$ cat config.mk
export PLATFORM = sky130hd
export DESIGN_NAME = paddle_input
export DESIGN_NICKNAME = d
export VERILOG_FILES = /design/src/rtl/paddle_input.sv
export SDC_FILE = /design/constraint.sdc
export NUM_CORES = 1
export LEC_CHECK = 0
export CORE_ASPECT_RATIO = 0.8
export CORE_MARGIN = 5
export CORE_UTILIZATION = 64
export DETAILED_ROUTE_END_ITERATION = 12
export DONT_BUFFER_PORTS = 1
export PLACE_DENSITY_LB_ADDON = 0.05
export SLEW_MARGIN = 20
export SYNTH_ARGS = -nofsm -noshare
export SYNTH_HDL_FRONTEND = slang
export SYNTH_SLANG_ARGS = --single-unit
$ cat constraint.sdc
create_clock -name CLK_SRC -period 3.8 [get_ports CLK_SRC]
set_clock_uncertainty 0.2 [all_clocks]
set_input_delay 0.38 -clock CLK_SRC [delete_from_list [all_inputs] [get_ports CLK_SRC]]
set_output_delay 0.38 -clock CLK_SRC [all_outputs]
set_load 0.005 [all_outputs]
$ cat src/rtl/paddle_input.sv
// Paddle timer front end for the Breakout core: turns absolute/mouse/joystick position into a 555-style PAD_OUT pulse.
// Optional build macro PADDLE_COCKTAIL_MIRROR_EN mirrors the position for player 2 on a cocktail cabinet.
module paddle_input #(
   parameter int unsigned POS_MIN     = 16,
   parameter int unsigned POS_MAX     = 208,
   parameter int unsigned POS_CENTER  = 112,
   parameter int unsigned LINE_OFFSET = 8,
   parameter int unsigned JOY_STEP    = 4
) (
   input  logic       CLK_SRC,
   input  logic       RESET_N,
   input  logic       HSYNC,
   input  logic       VSYNC,
   input  logic       PAD_EN_N,
   input  logic       MODE,
   input  logic [7:0] PADDLE_POS,
   input  logic       MOUSE_STB,
   input  logic [8:0] MOUSE_DX,
   input  logic       JOY_L,
   input  logic       JOY_R,
   input  logic       PLAYER2,
   input  logic       COCKTAIL,
   output logic       PAD_OUT,
   output logic [7:0] POS
);

   localparam logic [1:0] ST_IDLE   = 2'd0;
   localparam logic [1:0] ST_TIMING = 2'd1;
   localparam logic [1:0] ST_HOLD   = 2'd2;

   logic              r_hs, r_hs_d, r_vs, r_vs_d, r_en, r_en_d, r_ms, r_ms_d;
   logic        [7:0] r_pos;
   logic signed [9:0] r_acc;
   logic        [8:0] r_cnt;
   logic        [8:0] r_target;
   logic        [1:0] r_state;
   logic              r_pad;
   logic        [7:0] r_pos_out;

   logic               w_hs_rise, w_vs_rise, w_en_fall, w_ms_edge;
   logic signed [10:0] w_acc_sum;
   logic signed [9:0]  w_acc_sat;
   logic signed [9:0]  w_dx_ext;
   logic signed [10:0] w_joy;
   logic signed [10:0] w_rel_new;
   logic        [7:0]  w_pos_next;
   logic        [7:0]  w_pos_eff;
   logic        [8:0]  w_cnt_next;

   function automatic logic [7:0] clamp_pos(input logic signed [10:0] v);
      logic [7:0] res;
      if (v < $signed(11'(POS_MIN))) begin
         res = 8'(POS_MIN);
      end else if (v > $signed(11'(POS_MAX))) begin
         res = 8'(POS_MAX);
      end else begin
         res = v[7:0];
      end
      return res;
   endfunction

   // Input registration with one previous sample kept for edge detection
   always_ff @(posedge CLK_SRC) begin
      if (!RESET_N) begin
         r_hs   <= 1'b1;
         r_hs_d <= 1'b1;
         r_vs   <= 1'b1;
         r_vs_d <= 1'b1;
         r_en   <= 1'b1;
         r_en_d <= 1'b1;
         r_ms   <= 1'b0;
         r_ms_d <= 1'b0;
      end else begin
         r_hs   <= HSYNC;
         r_hs_d <= r_hs;
         r_vs   <= VSYNC;
         r_vs_d <= r_vs;
         r_en   <= PAD_EN_N;
         r_en_d <= r_en;
         r_ms   <= MOUSE_STB;
         r_ms_d <= r_ms;
      end
   end

   assign w_hs_rise  = r_hs & ~r_hs_d;
   assign w_vs_rise  = r_vs & ~r_vs_d;
   assign w_en_fall  = ~r_en & r_en_d;
   assign w_ms_edge  = r_ms ^ r_ms_d;
   assign w_dx_ext   = {MOUSE_DX[8], MOUSE_DX};
   assign w_acc_sum  = {r_acc[9], r_acc} + {w_dx_ext[9], w_dx_ext};
   assign w_rel_new  = $signed({3'b000, r_pos}) + {r_acc[9], r_acc} + w_joy;
   assign w_cnt_next = r_cnt + 9'd1;

   // Accumulator saturation and joystick step selection
   always_comb begin
      w_acc_sat = w_acc_sum[9:0];
      if (w_acc_sum > 11'sd255) begin
         w_acc_sat = 10'sd255;
      end else if (w_acc_sum < -11'sd256) begin
         w_acc_sat = -10'sd256;
      end else begin
         w_acc_sat = w_acc_sum[9:0];
      end
      w_joy = 11'sd0;
      if (JOY_R && !JOY_L) begin
         w_joy = $signed(11'(JOY_STEP));
      end else if (JOY_L && !JOY_R) begin
         w_joy = -$signed(11'(JOY_STEP));
      end else begin
         w_joy = 11'sd0;
      end
   end

   // Frame position source: absolute paddle or relative mouse+joystick
   always_comb begin
      w_pos_next = r_pos;
      if (MODE) begin
         w_pos_next = clamp_pos($signed({3'b000, PADDLE_POS}));
      end else begin
         w_pos_next = clamp_pos(w_rel_new);
      end
   end

`ifdef PADDLE_COCKTAIL_MIRROR_EN
   assign w_pos_eff = (PLAYER2 && COCKTAIL) ? (8'(POS_MIN + POS_MAX) - r_pos) : r_pos;
`else
   logic w_unused_mirror;
   assign w_unused_mirror = PLAYER2 ^ COCKTAIL;
   assign w_pos_eff       = r_pos;
`endif

   // Mouse accumulation; a packet landing on the frame edge seeds the next frame
   always_ff @(posedge CLK_SRC) begin
      if (!RESET_N) begin
         r_acc <= 10'sd0;
         r_pos <= 8'(POS_CENTER);
      end else if (w_vs_rise) begin
         r_acc <= w_ms_edge ? w_dx_ext : 10'sd0;
         r_pos <= w_pos_next;
      end else if (w_ms_edge) begin
         r_acc <= w_acc_sat;
         r_pos <= r_pos;
      end else begin
         r_acc <= r_acc;
         r_pos <= r_pos;
      end
   end

   // Pulse timer; target is latched at the trigger so later position changes cannot stretch it
   always_ff @(posedge CLK_SRC) begin
      if (!RESET_N) begin
         r_state   <= ST_IDLE;
         r_pad     <= 1'b0;
         r_cnt     <= 9'd0;
         r_target  <= 9'd0;
         r_pos_out <= 8'(POS_CENTER);
      end else begin
         r_pos_out <= w_pos_eff;
         case (r_state)
            ST_IDLE: begin
               r_pad <= 1'b0;
               if (w_en_fall) begin
                  r_target <= 9'(LINE_OFFSET) + {1'b0, w_pos_eff};
                  r_cnt    <= 9'd0;
                  r_pad    <= 1'b1;
                  r_state  <= ST_TIMING;
               end
            end
            ST_TIMING: begin
               r_pad <= 1'b1;
               if (w_hs_rise) begin
                  r_cnt <= w_cnt_next;
                  if (w_cnt_next == r_target) begin
                     r_pad   <= 1'b0;
                     r_state <= ST_HOLD;
                  end
               end
            end
            ST_HOLD: begin
               r_pad <= 1'b0;
               if (r_en) begin
                  r_state <= ST_IDLE;
               end
            end
            default: begin
               r_pad   <= 1'b0;
               r_state <= ST_IDLE;
            end
         endcase
      end
   end

   assign PAD_OUT = r_pad;
   assign POS     = r_pos_out;

endmodule

==> flow_summary.ini <==
[sta]
max_freq_ghz = 0.298
drv_slew = 0
tightest_slew_ns = 0.750
setup_viol = 0
fin_crit_sh = 0.882
setup-tns-final_ns = 0
finalHoldViolCount = 0
slew_headroom = 0.498
setup_ws_ns = 0.449
min_period_ns = 3.35
rsz0062_at_grt = false

[die]
die_x_um = 94.9
initial_core_util = 0.668
io_pins = 37
dieArea_um2 = 7400
die_h_um = 77.9
num_rows = 24
core_um2 = 5530

[power_and_ir_drop]
p_int_mw = 0.986
power.density_nw_per_um2 = 378
leakage_nw = 1.58
sw_frac_of_total = 0.343
p_switching_mw = 0.515
p_comb_frac = 0.351
pwr-share-clk = 0.222
seq_power_share = 0.426
vdd_drop_max_uv = 258

[placement]
place_ws_ns = 0.222
numPortBuffers = 0
gp_congestion = 0.884
place_hpwl_mm = 6.28

[clocking]
path_clk_slew_ns = 0.11
clock_latency_ns = 0.31
clock-sinks = 55
clockBufferDepth = 2
numCtsBuffers = 5
ctsResizeCount = 0
cts_hold_buf = 12
cts_root_buf = clkbuf_8
cts_setup_buffers = 0
cts_htree_levels = 2
cts_tree = done

[synthesis]
synth_area_per_cell_um2 = 8.60
synthesis.nets = 491
synth-seq-area-share = 0.298
synth_ff_type = dfxtp_1
syn-cell-area_um2 = 3690
netlist_instances = 429
synth_cell_types = 72
yosysWarnings = 0
postSynth.asyncResetShare = 0
ys_ff_latch = 55
synth_enable_flop_cells = 0

[critical_path]
cp-start-kind = flop
cp_data_arrival_time_ns = 3.36
crit_type = flop to flop
reg2reg_depth = 11
crit_top_cell = inv_1
crit_required_ns = 3.81
path_cells = inv_1, fa_1, inv_1, ha_1, o211ai_1, o21a_1, a21oi_2, mux2_4, o311a_4, nand3b_4, a31o_1
worstSetupPathDepth = 11
crit_family = compound AO/OA/AOI/OAI gates
slowest_delay_ns = 0.54
endpoint_kind = flop
worst-path-buf-inv = 2
slowest_stage = fa_1
cp_max_fo = 5

[grt]
antenna_found_initial = 0
grt_remaining_overflow = 0
grtUsageTotal = 0.240
grt_max_degree = 28
grt_pass1_vias = 2911
grt_pass1_wl_mm = 14.2

[detailed_routing]
routed_wl_mm = 8.46
wl_per_cell_um = 16.4
dr.pass1.iters = 5
drc = 0
via_per_inst = 6.08
drt_iter0_drc = 183
vias = 3136
postRouteAntennaNets = 0

[run]
maxCapViolations = 0

[layout]
area_growth_pct = 7.49
drive_gt1_frac = 0.0685
antenna_cells = 0
fin_nets = 499

[outcome]
status = complete, no violations

[hold_path]
holdCritPathClass = input pin to flop
min_path_cells = 1
## metal layers
metal	part of all wire	track usage
met5	0	0
met4	0.0067	0.0331
met3	0.056	0.0397
met2	0.44	0.370
met1	0.50	0.360
## cell families (layout without fill, tap and decap cells)
logic type                 count (synthesis)  in the layout  synth area share
AOI/OAI and AO/OA                        130            130             0.243
DFF                                       55             55             0.298
muxes                                      2              2           0.00678
buffers and inverters                     38             47            0.0427
xor gates and xnor gates                  28             28            0.0664
adders and majority gates                 34             34             0.132
and+or+nand+nor                          142            142             0.212
## stage by stage
stage	power (mW)	cells	utilization	instance area [µm²]	hold slack [ns]
floorplan	1.07	429	-	3690	0.202
global placement	1.14	495	0.678	3750	0.214
detailed placement	1.16	495	0.678	3750	0.232
CTS	1.50	515	0.716	3960	0.00222
global route	1.61	516	0.718	3970	0.000274
finish	1.50	516	0.718	3970	0.00362
## cell type report
cell class / instances / area [µm²]
clock buffers: 5 / 68.8
inverters: 23 / 86.3
fillers: 497 / 1560
flip-flops and latches: 55 / 1100
multi-input cells: 336 / 2440
well taps: 78 / 97.6
repair buffers: 16 / 153
clock inverters: 3 / 22.5
## cell usage in the layout, fill, tap and decap left out, types with 4 or more instances in the layout
cell type | netlist | final
inv_1 | 23 | 23
nand2_1 | 43 | 43
xor2_1 | 7 | 7
nor2_1 | 19 | 19
nor3b_1 | 4 | 4
a21boi_0 | 10 | 10
nand3_1 | 14 | 14
dfxtp_1 | 55 | 55
and2_1 | 9 | 9
or3_1 | 4 | 4
xnor2_1 | 21 | 21
o211ai_1 | 4 | 4
o211a_1 | 4 | 4
ha_1 | 26 | 26
fa_1 | 8 | 8
a31oi_1 | 14 | 14
o21a_1 | 5 | 5
dlygate4sd3_1 | 0 | 13
nor3_1 | 5 | 5
nand2b_1 | 10 | 10
and3_1 | 4 | 4
a21oi_1 | 19 | 19
clkbuf_8 | 0 | 5
o21ai_1 | 12 | 12
nor2b_1 | 10 | 10
o21ai_0 | 26 | 26
## sequential cells by signal, indices dropped and copies added (netlist names), 2 cells and up
name      count
POS           8
r_acc        10
r_target      9
r_pos         8
r_cnt         9
r_state       2
## synthesized netlist by cell type (all sizes together), types with 3 or more instances
cell type	instances	area share
a211o	3	0.0071
a32oi	3	0.0071
a21o	3	0.0061
inv	23	0.023
xor2	7	0.017
a21oi	20	0.028
ha	26	0.088
nand2	43	0.044
nand3	14	0.019
dfxtp	55	0.30
a211oi	4	0.011
clkbuf	10	0.010
and2	9	0.015
o21ai	38	0.052
and3	4	0.0068
o211ai	4	0.0081
buf	4	0.0068
o211a	4	0.011
nor3b	4	0.0081
a21boi	11	0.023
or3	4	0.0068
o2111ai	3	0.0071
xnor2	21	0.050
nor2	20	0.021
fa	8	0.043
nor3	6	0.011
nand2b	10	0.017
a31oi	14	0.024
nor2b	11	0.021
o21a	6	0.013
## power groups by stage
| stage | logic (mW) | clock network [mW] | registers, mW |
|---|---|---|---|
| finish | 0.527 | 0.334 | 0.640 |
| global route | 0.587 | 0.374 | 0.645 |
| CTS | 0.518 | 0.338 | 0.640 |
| detailed placement | 0.502 | 0 | 0.653 |
| global placement | 0.490 | 0 | 0.651 |
| floorplan | 0.428 | 0 | 0.641 |
## path summary, 6_finish.rpt
kind / slack (ns) / from / to
min reg2reg: 0.25 / r_hs$_SDFF_PN1_ / r_hs_d$_SDFF_PN1_
min: 0.004 / RESET_N / r_cnt[2]$_SDFFE_PN0P_
max reg2reg: 0.45 / r_pos[5]$_SDFFE_PN1P_ / r_pos[4]$_SDFFE_PN1P_
max: 0.45 / r_pos[5]$_SDFFE_PN1P_ / r_pos[4]$_SDFFE_PN1P_
Note: power is estimated with default switching activity, not from simulation.
